<file path="config.mk">
export PLATFORM = sky130hd
export DESIGN_NAME = pwm_capture_flat
export DESIGN_NICKNAME = d
export VERILOG_FILES = /design/src/rtl/pwm_capture_if.sv /design/src/rtl/pwm_capture.sv /design/src/flat_wrapper.sv
export SDC_FILE = /design/constraint.sdc
export NUM_CORES = 1
export LEC_CHECK = 0
export BUFFER_PORTS_ARGS = -buffer_cell sky130_fd_sc_hd__buf_2
export CAP_MARGIN = 40
export CORE_MARGIN = 2
export CORE_UTILIZATION = 55
export CTS_CLUSTER_SIZE = 30
export DETAILED_ROUTE_END_ITERATION = 6
export GPL_ROUTABILITY_DRIVEN = 0
export PLACE_DENSITY = 0.76
export SETUP_SLACK_MARGIN = 0.5
export SYNTH_ARGS = -nofsm -noshare
export SYNTH_HDL_FRONTEND = slang
export SYNTH_SLANG_ARGS = --single-unit
</file>
<file path="constraint.sdc">
create_clock -name clk -period 2.6 [get_ports clk]
set_input_delay 0.52 -clock clk [delete_from_list [all_inputs] [get_ports clk]]
set_output_delay 0.52 -clock clk [all_outputs]
set_load 0.03 [all_outputs]
</file>
<file path="src/rtl/pwm_capture_if.sv">
// pwm_capture_if: PWM input line and measurement results of one capture channel.
// The master modport is the capture block, the slave modport is its user.
interface pwm_capture_if #(
    parameter int CNT_W = 16
);
    logic             pwm_in;
    logic [CNT_W-1:0] period_cnt;
    logic [CNT_W-1:0] high_cnt;
    logic             meas_valid;
    logic             stuck;
    logic             stuck_level;

    modport master (
        input  pwm_in,
        output period_cnt,
        output high_cnt,
        output meas_valid,
        output stuck,
        output stuck_level
    );

    modport slave (
        output pwm_in,
        input  period_cnt,
        input  high_cnt,
        input  meas_valid,
        input  stuck,
        input  stuck_level
    );
endinterface

</file>
<file path="src/rtl/pwm_capture.sv">
// pwm_capture: measures period and high time of an asynchronous PWM line in clk cycles.
// Results latch once per period with a one-cycle strobe; a line without edges is flagged stuck.
module pwm_capture #(
    parameter int CNT_W   = 16,
    parameter int TIMEOUT = 1000
) (
    input  logic          clk,
    input  logic          rst,
    pwm_capture_if.master bus
);

    if (TIMEOUT < 2 || longint'(TIMEOUT) > (longint'(1) << CNT_W) - 1) begin : g_bad_timeout
        $error("pwm_capture: TIMEOUT out of range");
    end

    typedef enum logic {
        S_WAIT,
        S_MEASURE
    } state_t;

    localparam logic [CNT_W-1:0] ONE     = CNT_W'(1);
    localparam logic [CNT_W-1:0] TO_LAST = CNT_W'(TIMEOUT - 1);

    logic sync_meta;
    logic sync_level;
    logic prev_level;
    logic rise;
    logic rise_q;

    state_t state;
    state_t state_d;

    logic [CNT_W-1:0] per_run;
    logic [CNT_W-1:0] per_d;
    logic [CNT_W-1:0] hi_run;
    logic [CNT_W-1:0] hi_d;
    logic [CNT_W-1:0] period_q;
    logic [CNT_W-1:0] period_d;
    logic [CNT_W-1:0] high_q;
    logic [CNT_W-1:0] high_d;
    logic             valid_q;
    logic             valid_d;
    logic             stuck_q;
    logic             stuck_d;
    logic             lvl_q;
    logic             lvl_d;

    assign rise = sync_level & ~prev_level;

    // rise is registered once more; prev_level is the level aligned with rise_q
    always_ff @(posedge clk) begin
        if (rst) begin
            sync_meta  <= 1'b0;
            sync_level <= 1'b0;
            prev_level <= 1'b0;
            rise_q     <= 1'b0;
        end else begin
            sync_meta  <= bus.pwm_in;
            sync_level <= sync_meta;
            prev_level <= sync_level;
            rise_q     <= rise;
        end
    end

    always_ff @(posedge clk) begin
        if (rst) begin
            state <= S_WAIT;
        end else begin
            state <= state_d;
        end
    end

    always_comb begin
        state_d  = state;
        per_d    = per_run;
        hi_d     = hi_run;
        period_d = period_q;
        high_d   = high_q;
        valid_d  = 1'b0;
        stuck_d  = stuck_q;
        lvl_d    = lvl_q;
        if (rise_q) begin
            state_d = S_MEASURE;
            per_d   = ONE;
            hi_d    = ONE;
            stuck_d = 1'b0;
            if (state == S_MEASURE) begin
                valid_d  = 1'b1;
                period_d = per_run;
                high_d   = hi_run;
            end
        end else if (!stuck_q) begin
            // reaching TIMEOUT on this cycle: give up lock, keep last results
            if (per_run == TO_LAST) begin
                state_d = S_WAIT;
                per_d   = '0;
                hi_d    = '0;
                stuck_d = 1'b1;
                lvl_d   = prev_level;
            end else begin
                per_d = per_run + ONE;
                unique case (state)
                    S_MEASURE: hi_d = hi_run + CNT_W'(prev_level);
                    default:   hi_d = hi_run;
                endcase
            end
        end
    end

    always_ff @(posedge clk) begin
        if (rst) begin
            per_run  <= '0;
            hi_run   <= '0;
            period_q <= '0;
            high_q   <= '0;
            valid_q  <= 1'b0;
            stuck_q  <= 1'b0;
            lvl_q    <= 1'b0;
        end else begin
            per_run  <= per_d;
            hi_run   <= hi_d;
            period_q <= period_d;
            high_q   <= high_d;
            valid_q  <= valid_d;
            stuck_q  <= stuck_d;
            lvl_q    <= lvl_d;
        end
    end

    assign bus.period_cnt  = period_q;
    assign bus.high_cnt    = high_q;
    assign bus.meas_valid  = valid_q;
    assign bus.stuck       = stuck_q;
    assign bus.stuck_level = lvl_q;

endmodule

</file>
<file path="src/flat_wrapper.sv">
// flat-port wrapper written by rule: the top's interface ports become plain ports
module pwm_capture_flat 
#(
    parameter int CNT_W   = 16,
    parameter int TIMEOUT = 1000
)
  (clk, rst, bus_pwm_in, bus_period_cnt, bus_high_cnt, bus_meas_valid, bus_stuck, bus_stuck_level);
  pwm_capture_if #(.CNT_W(CNT_W)) bus_i ();
  input  logic clk;
  input  logic rst;
  input wire logic [$bits(bus_i.pwm_in)-1:0] bus_pwm_in;
  output wire logic [$bits(bus_i.period_cnt)-1:0] bus_period_cnt;
  output wire logic [$bits(bus_i.high_cnt)-1:0] bus_high_cnt;
  output wire logic [$bits(bus_i.meas_valid)-1:0] bus_meas_valid;
  output wire logic [$bits(bus_i.stuck)-1:0] bus_stuck;
  output wire logic [$bits(bus_i.stuck_level)-1:0] bus_stuck_level;
  assign bus_i.pwm_in = bus_pwm_in;
  assign bus_period_cnt = bus_i.period_cnt;
  assign bus_high_cnt = bus_i.high_cnt;
  assign bus_meas_valid = bus_i.meas_valid;
  assign bus_stuck = bus_i.stuck;
  assign bus_stuck_level = bus_i.stuck_level;
  pwm_capture #(.CNT_W(CNT_W), .TIMEOUT(TIMEOUT)) u_core (.clk(clk), .rst(rst), .bus(bus_i));
endmodule
</file>
* Word-level counts from Yosys, hierarchy flattened
Cells that the tools add are included. Widths: inputs -> output; s select.
Storage, ports and cells: flip-flop bits (word level) 72, bits of input ports 3, word-level logic and storage cells 45
Cells by class: $add $sub $neg 2, equality and inequality tests 2, muxes and demuxes 13, bitwise logic cells 4, reduce and logical (&&, ||, !) cells 10
Operators with widths (number):
- $mux 16 | 3
- $add 16x1->16 | 1
- $add 16x1->16 const B | 1
- $eq 16x10->1 const B | 1
- $mux 1 | 10
- $reduce_and 2->1 | 4
- $reduce_bool 2->1 | 2
- $reduce_or 2->1 | 2
- $not 1->1 | 3
- $reduce_and 3->1 | 1
- $reduce_bool 3->1 | 1
- $ne 2x1->1 const B | 1
- $and 1x1->1 | 1

* Logic depth before layout (Yosys ltp)
depth after elaboration 5, gate-level depth with buffers 7

* Worst setup path before layout
No wires, ideal clock.
kind reg2reg, start point register u_core.per_run[0], end point register u_core.hi_run[7], setup time 69 ps, data arrival time 1701 ps, required time 2531 ps, slack 831 ps, stages on the path, launching flop included 8, path buffers 2, cells stage by stage dfxtp_1 -> ha_1 -> and4_4 -> buf_6 -> a41o_1 -> buf_6 -> or4_1 -> o21ai_1
Between the ends: word-level cells in the longest chain between the ends 3, elaborated cells on any way between the ends 4
Ends and longest elaborated chain:
- start: declaration | RTL line pwm_capture.sv:33 | logic [CNT_W-1:0] per_run;
- start signal: assignment | RTL line pwm_capture.sv:120 | per_run <= per_d;
- $eq 16x10->1 (*) | RTL line pwm_capture.sv:94 | if (per_run == TO_LAST) begin
- $reduce_bool 2->1 (no source line)
- $reduce_and 2->1 (no source line)
- end signal: assignment | RTL line pwm_capture.sv:121 | hi_run <= hi_d;
- end: declaration | RTL line pwm_capture.sv:35 | logic [CNT_W-1:0] hi_run;
Every way passes the cells marked *; elsewhere a longest branch is shown, timed or not. A chain may end at the register's enable or synchronous reset.

* Worst setup path after layout
start point register u_core.per_run[0], end point register u_core.lvl_q, in the netlist u_core.bus.stuck_level
Between the ends: word-level cells in the longest chain between the ends 2
Ends and longest elaborated chain:
- $eq 16x10->1 | RTL line pwm_capture.sv:94
- $reduce_and 3->1 (no source line)
- end signal: assignment | RTL line pwm_capture.sv:126 | lvl_q <= lvl_d;
- end: declaration | RTL line pwm_capture.sv:45 | logic lvl_q;
No other way between the ends.

==> metrics.txt <==
outcome=finished, final reports clean; # IOs=38; total gr overflow=0; crit path capture type=flop; Switching Fraction=23.0%; combinational family with the most area after synthesis=simple AND/OR/NAND/NOR gates; Synth warnings=0; TritonCTS buffer count=9; setup violators final=0; HP Class=in2reg; DRC violations left=0; WL/cell=15.2 um; antenna violations before repair=0; CP Launch Type=flop; clock sinks=72; clock root cell=clkbuf_8; clock power share=42.6%; Leak=1.33 nW; CP Cell Sequence=ha_1 > and4_4 > nand4_2 > buf_4 > or4b_1 > a21oi_1; Cell Area, Synth=3110 um2; top_reg_cell synth=dfxtp_1; Max rail drop VDD=296 uV; Fmax=0.527 GHz; DRT met1 WL=3.42 mm; site row count=27; Die Y=79.1 um; most common cell after layout, fill and taps aside=nand2_1; Layout area overhead=12.8%; CTS tree=built; power share of the combinational group=2.3%; post-synth top area share=46.4%; # resized after CTS=0; Post-CTS Setup Bufs=0; worst path required time=2.88 ns; Post-Synth Simple-Gate Area=30.8%; Worst Max-Slew Pin Slew=0.599 ns; most frequent cells in the layout=nand2_1, dfxtp_1, a21oi_1; multi-input logic area=1530 um2; pwr dens=581 nW/um2; FF+latch area=1440 um2; Max-slew headroom=60.1%; Worst Hold Slack=0.391 ns; hold_sp=bus_pwm_in; share of cells above drive strength 1=16.4%; Worst EP arrival=2.18 ns; DR WL met2=3.28 mm; Yosys cell types=48; Crit Path Max Fanout=16; worst reg2reg path depth=6; H-tree depth=3; Sw Pwr=0.467 mW; final WL=7.31 mm; CP max stage delay=0.47 ns; Avg Inst Size Synth=8.28 um2; Met3 Wirelength=477 um; Starting DRT DRC Count=205; Seq/Total Area, Yosys=46.4%; remaining antenna violation count=0; Post-Syn Nets=381; number of global-route vias before repair=2473; post-synthesis adder-cell area fraction=1.21%; DR pass1 iterations=6; cell taking the most area after synthesis=dfxtp_1; #FFs+latches synth=72; WHS Endpoint=u_core.sync_meta; CP Class=reg2reg; IO buf count=37; pin count of the biggest net entering global routing=39; dpl ws=0.733 ns; reg2reg start=u_core.per_run[0]; Hold-fix buffers, CTS=0; Tmin final=1.90 ns; Finished Layout Cells=481; total track usage=24.6%; placed instance count=465; max-cap violations=0; CTS clk-pin slew, worst paths=0.08 ns; antenna diode count=0; ranking of synthesized cells by area=dfxtp_1, nand2_1, a21oi_1; Fin Clk Skew=0.00632 ns; Post-Synthesis Cells=375; Die Wd=79.1 um; full die area=6260 um2; EDFF count, synth=0; first-pass GRT wire length=12.1 mm; RSZ-0062 raised after global routing=no; Final Hold Vio Count=0; sequential fraction of design power=55.1%; via count=2842; Compound-Gate Fraction of Synth Area=13.9%; Critical R2R Capture=u_core.bus.stuck_level; Final Max Tran Viols=0; fill cell count=470; ys async rst share=0%; hold path depth=2; Worst-Skew Late Latency=0.34 ns; Layout Nets=410; dpl hpwl=4.95 mm; core area=5470 um2; CTS max path bufs=2; Int Pwr=1.57 mW; xor/xnor share of the synthesized area=2.82%; Initial Utilization=56.7%; crit share post-route=73.0%; Worst Setup Slack, final=0.702 ns; slowest CP cell=or4b_1; Critical Path Start=u_core.per_run[0]; post-synthesis mux area share=0.322%; R2R Setup Slk=0.70 ns; Top Layer Used=met4; routed vias/inst=5.91; total negative slack=0 ns
-- final cells by class --
type                            instances  area share [%]
Sequential cell                        72            41.2
Multi-Input combinational cell        274            43.5
Clock inverter                          7            2.07
Tap cell                               72            2.57
Timing Repair Buffer                   44            6.79
Inverter                                3           0.321
Clock buffer                            9            3.54
-- power by group through the flow --
| stage | Clock (mW) | Sequential [mW] | Combinational, mW |
|---|---|---|---|
| finish | 0.867 | 1.12 | 0.0475 |
| global route | 0.931 | 1.12 | 0.0537 |
| CTS | 0.881 | 1.12 | 0.0472 |
| detailed placement | 0 | 1.15 | 0.0468 |
| global placement | 0 | 1.14 | 0.0444 |
| floorplan | 0 | 1.14 | 0.0368 |
-- synthesized netlist by cell type (all sizes together) (6+ instances only) --
| cell type | n |
|---|---|
| nand2 | 89 |
| dfxtp | 72 |
| a21oi | 53 |
| clkbuf | 19 |
| nor2 | 15 |
| o21ai | 13 |
| and4 | 12 |
| nand4 | 12 |
| nand3 | 11 |
| or4 | 9 |
| buf | 7 |
| nor2b | 7 |
| xor2 | 6 |
-- state kept, by name (all words and copies together), names as in the netlist --
signal and count:
u_core.state 1, u_core.sync_meta 1, u_core.sync_level 1, u_core.bus.meas_valid 1, u_core.bus.stuck 1, u_core.hi_run 16
u_core.rise_q 1, u_core.prev_level 1, u_core.bus.high_cnt 16, u_core.bus.period_cnt 16, u_core.bus.stuck_level 1, u_core.per_run 16
-- cell families (layout without fill, tap and decap cells) --
family | after synthesis | in the layout
simple gates | 181 | 181
compound gates | 79 | 79
flops | 72 | 72
buf+inv | 29 | 63
xor+xnor | 10 | 10
fa+ha+maj | 3 | 3
mux | 1 | 1
-- routing by layer --
layer	vias up	track usage, %
li1	1383	-
met1	1325	33.3
met2	119	38.0
met3	15	4.55
met4	0	11.6
met5	-	0
-- worst max path at each step --
stage / to / cells past startpoint
after floorplan: u_core.hi_run[7] / 7
after global placement: u_core.hi_run[5] / 5
after detailed placement: u_core.bus.stuck_level / 6
after CTS: bus_stuck / 1
after global routing: u_core.bus.stuck_level / 6
final: u_core.bus.stuck_level / 6
-- worst max-delay path, delay by kind of cell, from the launching register on --
family | cells | cell delay (ns)
AO/OA/AOI/OAI | 1 | 0.12
flip-flops | 1 | 0.42
adder cells (fa/ha/maj) | 1 | 0.19
buffers and inverters | 1 | 0.23
AND/OR/NAND/NOR | 3 | 0.87
-- stage by stage --
| step | power, mW | util, % | cell area (um2) |
|---|---|---|---|
| after detailed placement | 1.19 | 60.4 | 3310 |
| after CTS | 2.05 | 64.0 | 3500 |
| final | 2.03 | 64.0 | 3500 |
| after global routing | 2.11 | 64.0 | 3500 |
| after floorplan | 1.18 | - | 3110 |
| after global placement | 1.19 | 60.3 | 3300 |
No activity file was read; power rests on OpenSTA's default activity.
